$ cat src/rtl/posit_cmdq_pkg.sv
// Shared constants for the posit command queue: register map, STATUS/CTRL bit
// positions and the issue FSM state type.
package posit_cmdq_pkg;

    localparam logic [1:0] REG_CMD    = 2'd0;
    localparam logic [1:0] REG_STATUS = 2'd1;
    localparam logic [1:0] REG_RESULT = 2'd2;
    localparam logic [1:0] REG_CTRL   = 2'd3;

    localparam int ST_BUSY_BIT    = 0;
    localparam int ST_FULL_BIT    = 1;
    localparam int ST_EMPTY_BIT   = 2;
    localparam int ST_TIMEOUT_BIT = 3;
    localparam int ST_RVALID_BIT  = 4;
    localparam int ST_COUNT_LSB   = 8;
    localparam int ST_DONE_LSB    = 16;

    localparam int CTRL_FLUSH_BIT  = 0;
    localparam int CTRL_CLR_TO_BIT = 1;

    typedef enum logic [1:0] {
        S_IDLE  = 2'd0,
        S_ISSUE = 2'd1,
        S_WAIT  = 2'd2
    } cmdq_state_e;

endpackage

$ cat src/rtl/posit_cmd_fifo.sv
// Synchronous FIFO holding queued posit command words; flush empties it and
// overrides a same-cycle pop (the popped head is still valid on head_o that cycle).
module posit_cmd_fifo #(
    parameter int DEPTH = 4,
    parameter int WIDTH = 32
) (
    input  logic                     clk,
    input  logic                     rst,
    input  logic                     push_i,
    input  logic                     pop_i,
    input  logic                     flush_i,
    input  logic [WIDTH-1:0]         wdata_i,
    output logic [WIDTH-1:0]         head_o,
    output logic                     full_o,
    output logic                     empty_o,
    output logic [$clog2(DEPTH):0]   count_o
);

    localparam int AW = $clog2(DEPTH);
    localparam logic [AW:0] FULL_CNT = (AW+1)'(DEPTH);

    logic [WIDTH-1:0] mem_q [DEPTH];
    logic [AW-1:0]    wr_ptr_q;
    logic [AW-1:0]    rd_ptr_q;
    logic [AW:0]      count_q;
    logic             push_en;
    logic             pop_en;

    assign full_o  = (count_q == FULL_CNT);
    assign empty_o = (count_q == '0);
    assign count_o = count_q;
    assign head_o  = mem_q[rd_ptr_q];
    assign push_en = push_i & ~full_o;
    assign pop_en  = pop_i & ~empty_o;

    always_ff @(posedge clk) begin
        if (push_en) begin
            mem_q[wr_ptr_q] <= wdata_i;
        end
    end

    // Pointers are AW bits wide, so DEPTH being a power of two gives free wrap.
    always_ff @(posedge clk) begin
        if (rst || flush_i) begin
            wr_ptr_q <= '0;
            rd_ptr_q <= '0;
            count_q  <= '0;
        end else begin
            if (push_en) wr_ptr_q <= wr_ptr_q + AW'(1);
            if (pop_en)  rd_ptr_q <= rd_ptr_q + AW'(1);
            unique case ({push_en, pop_en})
                2'b10:   count_q <= count_q + (AW+1)'(1);
                2'b01:   count_q <= count_q - (AW+1)'(1);
                default: count_q <= count_q;
            endcase
        end
    end

endmodule

$ cat src/rtl/posit_cmd_queue.sv
// Host-side command queue bridging Ibex data-bus writes to the posit processor
// gpup_* port. Optional watchdog on WAIT enabled by defining POSIT_CMDQ_TIMEOUT_EN.
module posit_cmd_queue
    import posit_cmdq_pkg::*;
#(
    parameter int          DEPTH     = 4,
    parameter int          TIMEOUT   = 1024,
    parameter logic [31:0] GPUP_ADDR = 32'h0
) (
    input  logic        clk,
    input  logic        rst,
    input  logic        host_req_i,
    input  logic        host_we_i,
    input  logic [31:0] host_addr_i,
    input  logic [31:0] host_wdata_i,
    output logic        host_gnt_o,
    output logic        host_rvalid_o,
    output logic [31:0] host_rdata_o,
    output logic        gpup_req_o,
    output logic [31:0] gpup_addr_o,
    output logic [31:0] gpup_wdata_o,
    input  logic        gpup_rvalid_i,
    input  logic [31:0] gpup_rdata_i
);

    localparam int CW = $clog2(DEPTH) + 1;

    logic [1:0]    reg_idx;
    logic          host_wr;
    logic          host_rd;
    logic          fifo_push;
    logic          fifo_pop;
    logic          fifo_flush;
    logic [31:0]   fifo_head;
    logic          fifo_full;
    logic          fifo_empty;
    logic [CW-1:0] fifo_count;
    logic          capture;
    logic          result_rd;
    logic [31:0]   status_word;
    logic [31:0]   rdata_d;
    logic          unused_addr;

    cmdq_state_e   state_q;
    logic          req_q;
    logic [31:0]   wdata_q;
    logic [31:0]   result_q;
    logic          result_valid_q;
    logic [15:0]   done_q;
    logic          host_rvalid_q;
    logic [31:0]   host_rdata_q;

    assign reg_idx     = host_addr_i[3:2];
    assign unused_addr = ^{host_addr_i[31:4], host_addr_i[1:0]};

    assign host_gnt_o = host_req_i & ~(host_we_i & (reg_idx == REG_CMD) & fifo_full);
    assign host_wr    = host_gnt_o & host_we_i;
    assign host_rd    = host_gnt_o & ~host_we_i;
    assign fifo_push  = host_wr & (reg_idx == REG_CMD);
    assign fifo_flush = host_wr & (reg_idx == REG_CTRL) & host_wdata_i[CTRL_FLUSH_BIT];
    assign fifo_pop   = (state_q == S_IDLE) & ~fifo_empty;
    assign result_rd  = host_rd & (reg_idx == REG_RESULT);
    // Completions only count while a command is actually outstanding.
    assign capture    = gpup_rvalid_i & ((state_q == S_ISSUE) | (state_q == S_WAIT));

    assign host_rvalid_o = host_rvalid_q;
    assign host_rdata_o  = host_rdata_q;
    assign gpup_req_o    = req_q;
    assign gpup_wdata_o  = wdata_q;
    assign gpup_addr_o   = GPUP_ADDR;

    posit_cmd_fifo #(.DEPTH(DEPTH), .WIDTH(32)) u_fifo (
        .clk     (clk),
        .rst     (rst),
        .push_i  (fifo_push),
        .pop_i   (fifo_pop),
        .flush_i (fifo_flush),
        .wdata_i (host_wdata_i),
        .head_o  (fifo_head),
        .full_o  (fifo_full),
        .empty_o (fifo_empty),
        .count_o (fifo_count)
    );

`ifdef POSIT_CMDQ_TIMEOUT_EN
    localparam int            WW        = (TIMEOUT > 1) ? $clog2(TIMEOUT) : 1;
    localparam logic [WW-1:0] WDOG_LAST = WW'(TIMEOUT - 1);
    logic [WW-1:0] wdog_q;
    logic          timeout_q;
    logic          clr_timeout;
    assign clr_timeout = host_wr & (reg_idx == REG_CTRL) & host_wdata_i[CTRL_CLR_TO_BIT];
`endif

    always_comb begin
        status_word                        = '0;
        status_word[ST_BUSY_BIT]           = (state_q != S_IDLE) | ~fifo_empty;
        status_word[ST_FULL_BIT]           = fifo_full;
        status_word[ST_EMPTY_BIT]          = fifo_empty;
`ifdef POSIT_CMDQ_TIMEOUT_EN
        status_word[ST_TIMEOUT_BIT]        = timeout_q;
`endif
        status_word[ST_RVALID_BIT]         = result_valid_q;
        status_word[ST_COUNT_LSB +: 4]     = 4'(fifo_count);
        status_word[ST_DONE_LSB +: 16]     = done_q;
    end

    always_comb begin
        rdata_d = '0;
        if (host_rd) begin
            unique case (reg_idx)
                REG_CMD:    rdata_d = fifo_empty ? 32'h0 : fifo_head;
                REG_STATUS: rdata_d = status_word;
                REG_RESULT: rdata_d = result_q;
                default:    rdata_d = 32'h0;
            endcase
        end
    end

    always_ff @(posedge clk) begin
        if (rst) begin
            state_q        <= S_IDLE;
            req_q          <= 1'b0;
            wdata_q        <= '0;
            result_q       <= '0;
            result_valid_q <= 1'b0;
            done_q         <= '0;
            host_rvalid_q  <= 1'b0;
            host_rdata_q   <= '0;
`ifdef POSIT_CMDQ_TIMEOUT_EN
            wdog_q         <= '0;
            timeout_q      <= 1'b0;
`endif
        end else begin
            host_rvalid_q <= host_gnt_o;
            host_rdata_q  <= rdata_d;

            // A same-cycle capture overrides the read-clear below.
            if (result_rd) result_valid_q <= 1'b0;
            if (capture) begin
                result_q       <= gpup_rdata_i;
                result_valid_q <= 1'b1;
                done_q         <= done_q + 16'd1;
            end
`ifdef POSIT_CMDQ_TIMEOUT_EN
            if (clr_timeout) timeout_q <= 1'b0;
`endif
            unique case (state_q)
                S_IDLE: begin
                    if (!fifo_empty) begin
                        wdata_q <= fifo_head;
                        req_q   <= 1'b1;
                        state_q <= S_ISSUE;
                    end
                end
                S_ISSUE: begin
                    req_q   <= 1'b0;
                    state_q <= gpup_rvalid_i ? S_IDLE : S_WAIT;
`ifdef POSIT_CMDQ_TIMEOUT_EN
                    wdog_q  <= '0;
`endif
                end
                S_WAIT: begin
                    if (gpup_rvalid_i) begin
                        state_q <= S_IDLE;
                    end
`ifdef POSIT_CMDQ_TIMEOUT_EN
                    else if (wdog_q == WDOG_LAST) begin
                        state_q   <= S_IDLE;
                        timeout_q <= 1'b1;
                    end else begin
                        wdog_q <= wdog_q + WW'(1);
                    end
`endif
                end
                default: state_q <= S_IDLE;
            endcase
        end
    end

endmodule
$ cat config.mk
export PLATFORM = sky130hd
export DESIGN_NAME = posit_cmd_queue
export DESIGN_NICKNAME = d
export VERILOG_FILES = /design/src/rtl/posit_cmdq_pkg.sv /design/src/rtl/posit_cmd_fifo.sv /design/src/rtl/posit_cmd_queue.sv
export SDC_FILE = /design/constraint.sdc
export NUM_CORES = 1
export LEC_CHECK = 0
export CORE_MARGIN = 5
export CORE_UTILIZATION = 50
export DETAILED_ROUTE_END_ITERATION = 10
export PLACE_DENSITY = 0.78
export SETUP_SLACK_MARGIN = 0.05
export SLEW_MARGIN = 40
export SYNTH_ARGS = -nofsm -noshare
export SYNTH_HDL_FRONTEND = slang
export SYNTH_SLANG_ARGS = --single-unit
$ cat constraint.sdc
create_clock -name clk -period 3.2 [get_ports clk]
set_clock_uncertainty 0.05 [all_clocks]
set_input_delay 0.32 -clock clk [delete_from_list [all_inputs] [get_ports clk]]
set_output_delay 0.32 -clock clk [all_outputs]
set_load 0.01 [all_outputs]
==> impl_metrics.csv <==
group,metric,value,unit
clocking,cts_root_buf,"clkbuf_16",
synth,synth_fa_ha_area_share,1.51,%
floorplanning,core_area,18800,um^2
critical_path,crit_path_top_delay_cell,"dfxtp_1",
finish,synthToLayoutAreaGrowth,25.0,%
routing,first_iter_violations,586,
floorplanning,die_w,149,um
critical_path,arrival,2.76,ns
clocking,clk_latency,0.53,ns
clocking,cts_sinks,254,
finish,antenna_cells,0,
power,powerDensity,707,nW/um^2
clocking,cts_buffer_depth,3,
floorplanning,dieArea,22200,um^2
placed_design,gp_congestion,0.827,
synth,yosys_warnings,0,
power,power_frac_comb,21.7,%
synth,synth_compound_area_share,8.01,%
floorplanning,rows,50,
clocking,path_clk_slew,0.06,ns
run,cap_violations,0,
power,power_frac_seq,45.6,%
critical_path,path_cells,"nor3b_1 > buf_4 > nor4_4 > inv_1 > ha_1 > inv_1 > fa_1 > xor2_1 > or3_1 > a21oi_1",
power,switchingPower,2.37,mW
synth,synthXorXnorAreaFrac,1.36,%
outcome,status,"completed",
clocking,cts_setup_buffers,0,
critical_path,path_class,"reg2reg",
sta,fin_crit,2.35,ns
synth,synth-seq-cells,254,
global_route,grt_pass1_vias,6128,
routing,ant_nets,0,
critical_path,crit_buf_inv,3,
synth,syn-cell-area,9640,um^2
sta,maxClockFrequency,425,MHz
routing,vias,6300,
sta,fin_crit_sh,73.5,%
placed_design,dpl_cell_area,11200,um^2
sta,timing.setup.tns,0,ns
clocking,cts_hold_buf,0,
critical_path,cp_top_family,"simple AND/OR/NAND/NOR gates",
routing,drc,0,
clocking,htreeDepth,1,
critical_path,worstPathMaxFanout,7,
sta,timing.slew.headroom,52.0,%
global_route,antenna_found_initial,2,
critical_path,end_kind,"register",
placed_design,portBuffers,137,
clocking,cts_tree,"built",
power,ir_drop,479,uV
critical_path,cp.required,3.60,ns
synth,synth_ff_type,"edfxtp_1",
sta,tightest_slew,0.716,ns
synth,synth-simple-area-share,10.4,%
finish,layout-drive-gt1-share,11.2,%
routing,drt_wl_total,21.8,mm
synth,avgSynthCellArea,12.7,um^2
power,power,8.51,mW
synth,synth_top_family_by_area,"simple AND/OR/NAND/NOR gates",
critical_path,cp-start-kind,"register",
synth,muxShareOfSynthArea,7.69,%
critical_path,cp_common_cell,"inv_1",
hold_path,min_path_type,"in2reg",
critical_path,cpPeakStageDelay,0.45,ns
routing,dr.pass1.iters,6,
power,p_int,6.14,mW
sta,rsz0062_at_grt,"false",
finish,fin_nets,1017,
synth,synth_edf_count,128,
global_route,grt_max_degree,45,
global_route,track_usage,19.6,%
power,clkPwrFrac,32.7,%
finish,stdcell_area,12000,um^2
clocking,numCtsBuffers,26,
global_route,grt_first_pass_wirelength,34.1,mm
synth,synth_cell_type_count,49,
placed_design,dpl.hpwl,15.1,mm
sta,drv_slew,0,
sta,hold_viol,0,
floorplanning,io-pin-count,200,
global_route,grt_overflow,0,
sta,hold_ws,0.287,ns
floorplanning,start_util,51.2,%
synth,synthCells,758,
floorplanning,die_h,149,um
synth,synth-seq-area-share,66.1,%
synth,ys_async_sr_fraction,0,%
sta,setup_viol,0,
routing,drt-wirelength-per-cell,18.4,um
routing,via_per_inst,5.32,
power,swShare,27.9,%
power,p_leak,4.02,nW
clocking,cts-resized-gates,0,
metrics by stage:
stage                     utilization, %  setup WS, ns  std cells
after floorplan                        -         0.789        789
after global placement              59.6         0.560       1135
after detailed placement            59.7         0.493       1136
after CTS                           63.9         0.847       1184
after global routing                64.0         0.683       1185
final                               64.0         0.849       1185
worst min-delay path: stages:
cell and delay, ns:
clkdlybuf4s50_1 0.39, nand2_1 0.05, a21oi_1 0.05
cell type report:
| type | instances | area, um^2 |
|---|---|---|
| Fill cell | 1425 | 6790 |
| Sequential cell | 254 | 6370 |
| Multi-Input combinational cell | 447 | 2920 |
| Timing Repair Buffer | 162 | 1590 |
| Clock buffer | 43 | 754 |
| Tap cell | 260 | 325 |
| Inverter | 14 | 52.6 |
| Clock inverter | 5 | 38.8 |
final timing paths:
| kind | from | to | slack (ns) | cells after the start |
|---|---|---|---|---|
| worst min register to register | gpup_wdata_o[28] | gpup_wdata_o[28] | 0.40 | 2 |
| worst max register to register | u_fifo.count_o[0] | u_fifo.count_o[2] | 0.85 | 10 |
| worst max-delay path | u_fifo.count_o[0] | u_fifo.count_o[2] | 0.85 | 10 |
| worst min-delay path | gpup_rdata_i[27] | result_q[27] | 0.29 | 3 |
metal layers:
| layer | share of wire, % | vias to the layer above | track usage, % |
|---|---|---|---|
| li1 | - | 2971 | - |
| met3 | 7.2 | 43 | 4.04 |
| met4 | 2.6 | 4 | 5.26 |
| met1 | 42 | 3053 | 27.3 |
| met5 | 0.11 | - | 0 |
| met2 | 48 | 229 | 31.5 |
Yosys cell counts (2+ instances only):
cell type	count	share of area, %
buf_6	2	0.23
o21ai_0	6	0.31
nand4_1	5	0.32
nor3_1	2	0.10
and4_1	2	0.18
mux2i_1	2	0.21
nand2_1	141	5.5
edfxtp_1	128	40
a222oi_1	21	2.2
dfxtp_1	126	26
o31ai_1	2	0.16
a22oi_1	11	0.86
nor2_1	55	2.1
clkbuf_1	24	0.93
mux4_2	32	7.5
or3_1	5	0.32
or4_1	2	0.16
xnor2_1	5	0.45
buf_2	9	0.47
and2_1	5	0.32
nor4_1	2	0.13
ha_1	10	1.3
xor2_1	10	0.91
buf_4	32	2.5
buf_1	7	0.27
inv_1	13	0.51
nand3_1	4	0.21
a21oi_1	74	3.8
cells in the final DEF, fill, tap and decap left out, types with 2 or more instances in the layout:
cell             synthesis  layout
conb_1                   1      32
clkbuf_16                0      26
mux2i_1                  2       2
a21oi_1                 74      74
a222oi_1                21      21
buf_12                   0       2
nor2_1                  55      55
nand2_1                141     141
nand4_1                  5       5
o21ai_0                  6       6
nor4_1                   2       2
dfxtp_1                126     125
mux4_2                  32      32
and4_1                   2       2
xor2_1                  10      10
clkbuf_1                24      13
or4_1                    2       2
inv_1                   13      13
clkinv_2                 0       3
nand3_1                  4       4
clkbuf_8                 0       4
o31ai_1                  2       2
edfxtp_1               128     128
or3_1                    5       5
clkdlybuf4s50_1          0     136
ha_1                    10      10
xnor2_1                  5       5
a22oi_1                 11      11
buf_4                   32      22
and2_1                   5       5
power by group through the flow:
stage / logic (mW) / clock network, mW / registers [mW]
after floorplan: 1.02 / 0 / 3.97
after global placement: 1.80 / 0 / 3.94
after detailed placement: 1.84 / 0 / 3.95
after CTS: 1.85 / 2.84 / 3.89
after global routing: 2.02 / 2.99 / 3.92
final: 1.84 / 2.78 / 3.88
cell families (layout without fill, tap and decap cells):
kind of cell	Yosys count	after routing
adders and majority gates	11	11
and+or+nand+nor	233	233
AOI/OAI and AO/OA	122	122
other	1	32
DFF	254	254
buffers and inverters	88	224
xor gates and xnor gates	15	15
muxes	34	34
flip-flops by register name, summed over array words and instances, names as in the netlist, named ones only:
register / flops
done_q: 16
gpup_req_o: 1
gpup_wdata_o: 32
host_rdata_o: 32
host_rvalid_o: 1
result_q: 32
result_valid_q: 1
state_q: 2
u_fifo.count_o: 3
u_fifo.mem_q: 128
u_fifo.rd_ptr_q: 2
u_fifo.wr_ptr_q: 2
(Power assumes the default switching activity.)
